**config.mk**
```make
export PLATFORM = sky130hd
export DESIGN_NAME = llc_input_arbiter
export DESIGN_NICKNAME = d
export VERILOG_FILES = /design/src/rtl/llc_input_arbiter_pkg.sv /design/src/rtl/llc_input_arbiter_starve_cnt.sv /design/src/rtl/llc_input_arbiter.sv
export SDC_FILE = /design/constraint.sdc
export NUM_CORES = 1
export LEC_CHECK = 0
export BUFFER_PORTS_ARGS = -buffer_cell sky130_fd_sc_hd__buf_2
export CAP_MARGIN = 10
export CORE_ASPECT_RATIO = 0.75
export CORE_UTILIZATION = 40
export DETAILED_ROUTE_END_ITERATION = 16
export HOLD_SLACK_MARGIN = 0.1
export PLACE_DENSITY = 0.69
export SETUP_SLACK_MARGIN = 0.4
export SYNTH_ARGS = -nofsm -noshare
export SYNTH_HDL_FRONTEND = slang
export SYNTH_SLANG_ARGS = --single-unit
```
**constraint.sdc**
```tcl
create_clock -name clk -period 2.3 [get_ports clk]
set_input_delay 0.345 -clock clk [delete_from_list [all_inputs] [get_ports clk]]
set_output_delay 0.345 -clock clk [all_outputs]
set_load 0.02 [all_outputs]
```
**src/rtl/llc_input_arbiter_pkg.sv**
```systemverilog
// rtl/llc_input_arbiter_pkg.sv - source codes, FSM states and defaults for the LLC input arbiter
package llc_input_arbiter_pkg;

  // Default starvation bound and counter width; the limit must fit in the counter
  localparam int LLC_ARB_STARVE_LIMIT = 8;
  localparam int LLC_ARB_CNT_W        = 4;

  // Source code carried in out_sel toward the decoder FIFO
  typedef enum logic [2:0] {
    LLC_ARB_NONE   = 3'd0,
    LLC_ARB_RESUME = 3'd1,
    LLC_ARB_RSP    = 3'd2,
    LLC_ARB_RST_TB = 3'd3,
    LLC_ARB_REQ    = 3'd4,
    LLC_ARB_DMA    = 3'd5
  } llc_arb_sel_t;

  // ARB: normal arbitration; RST_BLOCK: a reset/flush is in flight
  typedef enum logic {
    LLC_ARB_ST_ARB       = 1'b0,
    LLC_ARB_ST_RST_BLOCK = 1'b1
  } llc_arb_state_t;

endpackage

```
**src/rtl/llc_input_arbiter_starve_cnt.sv**
```systemverilog
// rtl/llc_input_arbiter_starve_cnt.sv - saturating lost-round counter for one arbitration channel
module llc_starve_cnt
  import llc_input_arbiter_pkg::*;
#(
  parameter int STARVE_LIMIT = LLC_ARB_STARVE_LIMIT,
  parameter int CNT_W        = LLC_ARB_CNT_W
) (
  input  logic clk,
  input  logic rst,
  input  logic en,
  input  logic lost,
  input  logic won,
  output logic sat
);

  localparam logic [CNT_W-1:0] LIMIT = STARVE_LIMIT[CNT_W-1:0];

  logic [CNT_W-1:0] cnt_q;
  logic [CNT_W-1:0] cnt_d;

  // Count rounds lost while eligible, clear on a win, stop at the limit
  always_comb begin
    cnt_d = cnt_q;
    if (en) begin
      if (won) begin
        cnt_d = '0;
      end else if (lost && (cnt_q != LIMIT)) begin
        cnt_d = cnt_q + {{(CNT_W-1){1'b0}}, 1'b1};
      end
    end
  end

  // Counter register
  always_ff @(posedge clk) begin
    if (rst) begin
      cnt_q <= '0;
    end else begin
      cnt_q <= cnt_d;
    end
  end

  assign sat = (cnt_q == LIMIT);

endmodule

```
**src/rtl/llc_input_arbiter.sv**
```systemverilog
// rtl/llc_input_arbiter.sv - five-source priority arbiter feeding the LLC decode/read-set slot
module llc_input_arbiter
  import llc_input_arbiter_pkg::*;
#(
  parameter int STARVE_LIMIT = LLC_ARB_STARVE_LIMIT,
  parameter int CNT_W        = LLC_ARB_CNT_W
) (
  input  logic       clk,
  input  logic       rst,
  input  logic       resume_valid,
  output logic       resume_ready,
  input  logic       rsp_valid,
  output logic       rsp_ready,
  input  logic       rst_tb_valid,
  output logic       rst_tb_ready,
  input  logic       req_valid,
  output logic       req_ready,
  input  logic       dma_valid,
  output logic       dma_ready,
  input  logic       req_stall,
  input  logic       flush_stall,
  input  logic       rst_done,
  output logic       out_valid,
  input  logic       out_ready,
  output logic [2:0] out_sel,
  output logic       busy
);

  llc_arb_state_t state_q, state_d;
  logic           out_valid_q, out_valid_d;
  llc_arb_sel_t   out_sel_q, out_sel_d;

  llc_arb_sel_t   win;
  logic           arb_mode;
  logic           rst_tb_can;
  logic           req_can;
  logic           dma_can;
  logic           load;
  logic           fire;
  logic           req_sat;
  logic           dma_sat;
  logic           req_won;
  logic           dma_won;
  logic           req_lost;
  logic           dma_lost;

  // Eligibility and priority pick; a saturated dma/req jumps above rst_tb and req but never above resume/rsp
  always_comb begin
    arb_mode   = (state_q == LLC_ARB_ST_ARB);
    rst_tb_can = rst_tb_valid && arb_mode;
    req_can    = req_valid && !req_stall && !flush_stall && arb_mode;
    dma_can    = dma_valid && !flush_stall && arb_mode;

    win = LLC_ARB_NONE;
    if (resume_valid) begin
      win = LLC_ARB_RESUME;
    end else if (rsp_valid) begin
      win = LLC_ARB_RSP;
    end else if (dma_can && dma_sat) begin
      win = LLC_ARB_DMA;
    end else if (req_can && req_sat) begin
      win = LLC_ARB_REQ;
    end else if (rst_tb_can) begin
      win = LLC_ARB_RST_TB;
    end else if (req_can) begin
      win = LLC_ARB_REQ;
    end else if (dma_can) begin
      win = LLC_ARB_DMA;
    end
  end

  // The slot can take a new grant when empty or draining; reset suppresses every handshake
  assign load = !out_valid_q || out_ready;
  assign fire = load && !rst;

  assign resume_ready = fire && (win == LLC_ARB_RESUME);
  assign rsp_ready    = fire && (win == LLC_ARB_RSP);
  assign rst_tb_ready = fire && (win == LLC_ARB_RST_TB);
  assign req_ready    = fire && (win == LLC_ARB_REQ);
  assign dma_ready    = fire && (win == LLC_ARB_DMA);

  assign req_won  = (win == LLC_ARB_REQ);
  assign dma_won  = (win == LLC_ARB_DMA);
  assign req_lost = req_can && !req_won;
  assign dma_lost = dma_can && !dma_won;

  llc_starve_cnt #(
    .STARVE_LIMIT (STARVE_LIMIT),
    .CNT_W        (CNT_W)
  ) u_req_cnt (
    .clk  (clk),
    .rst  (rst),
    .en   (fire),
    .lost (req_lost),
    .won  (req_won),
    .sat  (req_sat)
  );

  llc_starve_cnt #(
    .STARVE_LIMIT (STARVE_LIMIT),
    .CNT_W        (CNT_W)
  ) u_dma_cnt (
    .clk  (clk),
    .rst  (rst),
    .en   (fire),
    .lost (dma_lost),
    .won  (dma_won),
    .sat  (dma_sat)
  );

  // Next grant register and FSM state; rst_done only matters while blocked
  always_comb begin
    out_valid_d = out_valid_q;
    out_sel_d   = out_sel_q;
    state_d     = state_q;
    if (fire) begin
      out_valid_d = (win != LLC_ARB_NONE);
      out_sel_d   = win;
    end
    if (state_q == LLC_ARB_ST_ARB) begin
      if (fire && (win == LLC_ARB_RST_TB)) begin
        state_d = LLC_ARB_ST_RST_BLOCK;
      end
    end else begin
      if (rst_done) begin
        state_d = LLC_ARB_ST_ARB;
      end
    end
  end

  // FSM state and registered grant toward the decoder
  always_ff @(posedge clk) begin
    if (rst) begin
      state_q     <= LLC_ARB_ST_ARB;
      out_valid_q <= 1'b0;
      out_sel_q   <= LLC_ARB_NONE;
    end else begin
      state_q     <= state_d;
      out_valid_q <= out_valid_d;
      out_sel_q   <= out_sel_d;
    end
  end

  assign out_valid = out_valid_q;
  assign out_sel   = out_sel_q;
  assign busy      = (state_q == LLC_ARB_ST_RST_BLOCK);

endmodule

```
==> results of run 1 <==
state kept, by name (all words and copies together), names as in the netlist:
name,cells
u_dma_cnt.cnt_q,4
busy,1
out_sel,3
u_req_cnt.cnt_q,4
out_valid,1
cell usage in the layout (no fill, tap or decap), types with 4 or more instances in the layout:
cell type and count:
nand2b_1 4, nor3_1 4, nand2_1 5, buf_2 16, dfxtp_2 5, dfxtp_1 8
xor2_1 4, buf_4 22, inv_1 4
report_power, final:
group	switching (mW)	total (mW)	internal, mW
combinational	0.0737	0.132	0.0579
clock	0.0864	0.151	0.0647
sequential	0.00497	0.239	0.234
worst max-delay path by stage:
| stage | startpoint | end | cells past startpoint | slack (ns) |
|---|---|---|---|---|
| floorplan | busy$_SDFF_PP0_ | resume_ready | 5 | 0.24 |
| global placement | flush_stall | dma_ready | 6 | 0.09 |
| detailed placement | flush_stall | dma_ready | 6 | 0.08 |
| CTS | busy$_SDFF_PP0_ | resume_ready | 6 | -0.03 |
| global route | busy$_SDFF_PP0_ | resume_ready | 6 | -0.09 |
| finish | busy$_SDFF_PP0_ | resume_ready | 6 | -0.01 |
critical path: stages (launching register included):
cell	delay, ns
dfxtp_2	0.35
or4b_4	0.49
o211a_4	0.29
a21o_4	0.23
o211ai_1	0.11
nor3_2	0.05
buf_4	0.15
layout make-up:
cell class	instances	area (um^2)	area share
Sequential cell	13	267	0.212
Timing Repair Buffer	41	279	0.221
Clock inverter	1	5.00	0.00397
Multi-Input combinational cell	67	638	0.506
Clock buffer	3	22.5	0.0179
Inverter	5	18.8	0.0149
Tap cell	24	30.0	0.0238
cells by family after synthesis:
family / Yosys count / synth area share
adder cells (fa/ha/maj): 4 / 0.0587
AND/OR/NAND/NOR: 42 / 0.370
buffers and inverters: 7 / 0.0557
XOR/XNOR: 4 / 0.0411
flip-flops: 13 / 0.305
AO/OA/AOI/OAI: 17 / 0.170
routing by layer:
layer  global-route usage  wire (um)  share of wire  up-vias
met3               0.0401        108          0.044        6
met4               0.0850         51          0.021        0
met2                0.328       1180           0.48       23
li1                     -          -              -      409
met5                    0          0              0        -
met1                0.295       1120           0.46      420
through the flow:
step	hold slack (ns)	area [um^2]	setup WS [ns]	setup TNS, ns
2_1_floorplan	0.482	887	0.238	0
3_3_place_gp	0.487	1010	0.0912	0
3_5_place_dp	0.491	1010	0.0757	0
4_1_cts	0.377	1180	-0.0302	-0.0505
5_1_grt	0.386	1260	-0.0892	-0.148
6_report	0.383	1260	-0.0107	-0.0159
repair_timing:
action                     in CTS  in global routing
resized for setup              13                 10
setup endpoints to repair      10                 15
buffers inserted               13                  5
gates cloned                    0                  0
pin swaps                      12                 10
==> metrics, run 1 <==
layout cells sized above 1=0.608; #FFs+latches synth=13; Area growth, synth to finish=47.7%; hold depth=3; area share of the largest cell type after synthesis=0.305; sequential-to-total area share from yosys stat=0.305; Clock Sinks=13; synthesized cell area=853 um^2; NumNets Final=146; count leader, synth=dfxtp_1; clock buffer count from CTS=3; CP arrival=1.97 ns; Finished Layout Cells=154; Worst-Margin Slew=0.627 ns; grt total ovfl=0; CP required=1.96 ns; n_diodes=0; async set-reset flop share out of synthesis=0; Std-Cell Rows=14; DRT iter0 DRCs=14; HP Start=rst_done; dpl cells=132; RSZ-0062 raised after global routing=true; antenna violations before repair=0; Syn Inst Count=87; Final Critical Period=2.31 ns; dpl hpwl=1480 um; final wirelength=2470 um; first-pass GRT wire length=3880 um; Crit Path Category=reg2out; r2r endpoint=busy$_SDFF_PP0_; Horiz. Die Dim=55.3 um; Routed Antenna Nets=0; Post-synth top cells=dfxtp_1 (13), nor3_1 (6), inv_1 (5), nand2_1 (5); hold endpoint=busy$_SDFF_PP0_; IO Port Bufs=20; Worst-path clk slew=0.09 ns; RePlAce Congestion=0.808; dominant cells by area after synthesis=dfxtp_1 (30%), ha_1 (5.9%), xor2_1 (4.1%); vias=858; FF-to-FF Start=busy$_SDFF_PP0_; DRC=0; syn_nets=102; Lkg Pwr=0.535 nW; Longest Clk Path Bufs=2; IR drop worst, VDD=0.348 mV; fin util=0.625; Tot Pwr=521 uW; Final Max Tran Viols=0; final setup fails=2; outcome=finished with violations; I/O Pins=21; yosys warns=0; die area=2320 um^2; # hold bufs at CTS=0; clock skew=0.00718 ns; CP endpoint kind=output pin; cell taking the most area after synthesis=dfxtp_1; Worst Hold Class=in2reg; GRT Total Usage=0.212; setup slack after layout=-0.0107 ns; CP Launch Type=flip-flop; worst rel slew slack=0.577; Vias per Instance=5.57; drt wl/cell=16.0 um; root buffer cell=clkbuf_4; final hold violation count=0; Distinct cells, synth=39; Max FO, Critical Path=6; R2R cell count=9; Clock H-tree levels=1; pin count of the biggest net entering global routing=10; fin crit share=1.00; Post-synth top flop=dfxtp_1; starting density of the core=0.424; Core Region=2010 um^2; max cap viols=0; PD cells=414 nW/um^2; failing checks=setup timing; number of global-route vias before repair=846; Layout fillers=159; Die Ht=42 um; clk_lat worst skew=0.29 ns; DRT Pass-1 Iters=4; worst reg2reg setup slack=0.20 ns; FMAX=433 MHz; CTS tree=done; EDFF count, synth=0; Mean Syn Cell Area=9.81 um^2
(Power assumes the default switching activity.)
==> run 2: changes to the inputs <==
Settings changed: MAX_ROUTING_LAYER set to met4.
==> metrics, run 2 (synthesis results as in run 1) <==
fin crit share=1.01 (about the same); Lkg Pwr=0.535 nW (unchanged); CTS tree=done; antenna violations before repair=0 (unchanged); Max FO, Critical Path=6 (unchanged); GRT Total Usage=0.219 (+0.00613); drt wl/cell=16.2 um (+0.97%); dpl cells=132 (unchanged); worst rel slew slack=0.577 (-0.000701); Std-Cell Rows=14 (unchanged); number of global-route vias before repair=847 (+0.12%); Worst Hold Class=in2reg; Clock H-tree levels=1 (unchanged); Routed Antenna Nets=0 (unchanged); Final Max Tran Viols=0 (unchanged); RePlAce Congestion=0.820 (+1.5%); Tot Pwr=522 uW (about the same); RSZ-0062 raised after global routing=true; Finished Layout Cells=154 (unchanged); commonest non-fill, non-tap cells in the layout=buf_4 (22), buf_2 (16), dfxtp_1 (8), nand2_1 (5), dfxtp_2 (5); clock skew=0.00755 ns (+0.000372 ns); n_diodes=0 (unchanged); DRT Pass-1 Iters=4 (unchanged); placed cell areas=1010 um^2 (unchanged); Layout fillers=159 (unchanged); Longest Clk Path Bufs=2 (unchanged); commonest non-fill, non-tap cell in the layout=buf_4; setup slack after layout=-0.0119 ns (-0.00116 ns); DRC=0 (unchanged); Crit path largest cell delay=0.49 ns (about the same); outcome=finished with violations; largest delay contributor family on the critical path=compound AO/OA/AOI/OAI gates; max cap viols=0 (unchanged); CP required=1.96 ns (about the same); failing checks=setup timing; final setup fails=2 (unchanged); Horiz. Die Dim=55.3 um (unchanged); CP endpoint kind=output pin; layout cells sized above 1=0.608 (unchanged); FMAX=433 MHz (about the same); starting density of the core=0.424 (unchanged); IR drop worst, VDD=0.348 mV (+0.18%); Crit Path Category=reg2out; Worst-path clk slew=0.09 ns (about the same); first-pass GRT wire length=3870 um (-0.18%); Area growth, synth to finish=47.7% (unchanged); die area=2320 um^2 (unchanged); final hold violation count=0 (unchanged); root buffer cell=clkbuf_4; Setup WS pre-CTS=0.0757 ns (unchanged); Clock Sinks=13 (unchanged); vias=860 (+0.23%); PD cells=414 nW/um^2 (about the same); pin count of the biggest net entering global routing=10 (unchanged); clk_lat worst skew=0.29 ns (about the same); grt total ovfl=0 (unchanged); Worst-Margin Slew=0.628 ns (+0.00104 ns); DRT iter0 DRCs=15 (+1); clock buffer count from CTS=3 (unchanged); Final Critical Period=2.31 ns (+0.00116 ns); dpl hpwl=1480 um (unchanged); final wirelength=2490 um (+0.97%); CP max-delay cell=or4b_4; worst path bufs/invs=1 (unchanged); Vias per Instance=5.58 (+0.23%); CP Cell Sequence=or4b_4 -> o211a_4 -> a21o_4 -> o211ai_1 -> nor3_2 -> buf_4; Core Region=2010 um^2 (unchanged); fin util=0.625 (unchanged); Final Cell Area=1260 um^2 (unchanged); NumNets Final=146 (unchanged); IO Port Bufs=20 (unchanged); CP arrival=1.97 ns (about the same); CP Launch Type=flip-flop; I/O Pins=21 (unchanged); Die Ht=42 um (unchanged)
-- run 2: final cells by class --
cell class                      instances  area [um^2]  share of cell area
Inverter                                5         18.8              0.0149
Clock buffer                            3         22.5              0.0179
Clock inverter                          1         5.00             0.00397
Multi-Input combinational cell         67          638               0.506
Sequential cell                        13          267               0.212
Timing Repair Buffer                   41          279               0.221
Tap cell                               24         30.0              0.0238
-- run 2: worst paths after layout --
kind                                         startpoint                 endpoint  slack (ns)  cells past startpoint
worst max-delay path                    busy$_SDFF_PP0_             resume_ready       -0.01                      6
worst min-delay path                           rst_done          busy$_SDFF_PP0_        0.38                      3
worst max register to register          busy$_SDFF_PP0_          busy$_SDFF_PP0_        0.20                      9
worst min register to register  out_sel[1]$_SDFFE_PP0P_  out_sel[1]$_SDFFE_PP0P_        0.51                      2
-- run 2: through the flow --
stage / setup TNS, ns / hold slack, ns
floorplan: 0 / 0.482
global placement: 0 / 0.487
detailed placement: 0 / 0.491
CTS: -0.0505 / 0.377
global route: -0.148 / 0.386
finish: -0.0182 / 0.382
-- run 2: report_power, final --
group / internal, mW / switching, mW / total, mW
registers: 0.234 / 0.00500 / 0.239
clock network: 0.0647 / 0.0866 / 0.151
logic: 0.0579 / 0.0739 / 0.132
total: 0.356 / 0.165 / 0.522
-- run 2: worst min-delay path: stages --
cell and delay [ns]:
buf_2 0.08, nor2_1 0.04, o21ba_2 0.18
-- run 2: timing repair --
| item | 4_1_cts | 5_1_grt |
|---|---|---|
| buffers inserted | 13 | 5 |
| resized for setup | 13 | 10 |
| hold buffers | 0 | 0 |
| pin swaps | 12 | 10 |
| endpoints found under the setup margin | 10 | 15 |
-- run 2: layer usage --
layer	GRT usage	vias up	wire length, um
li1	-	408	-
met1	0.295	419	1150
met2	0.328	27	1180
met3	0.0401	6	109
met4	0.0850	0	51
met5	-	-	0
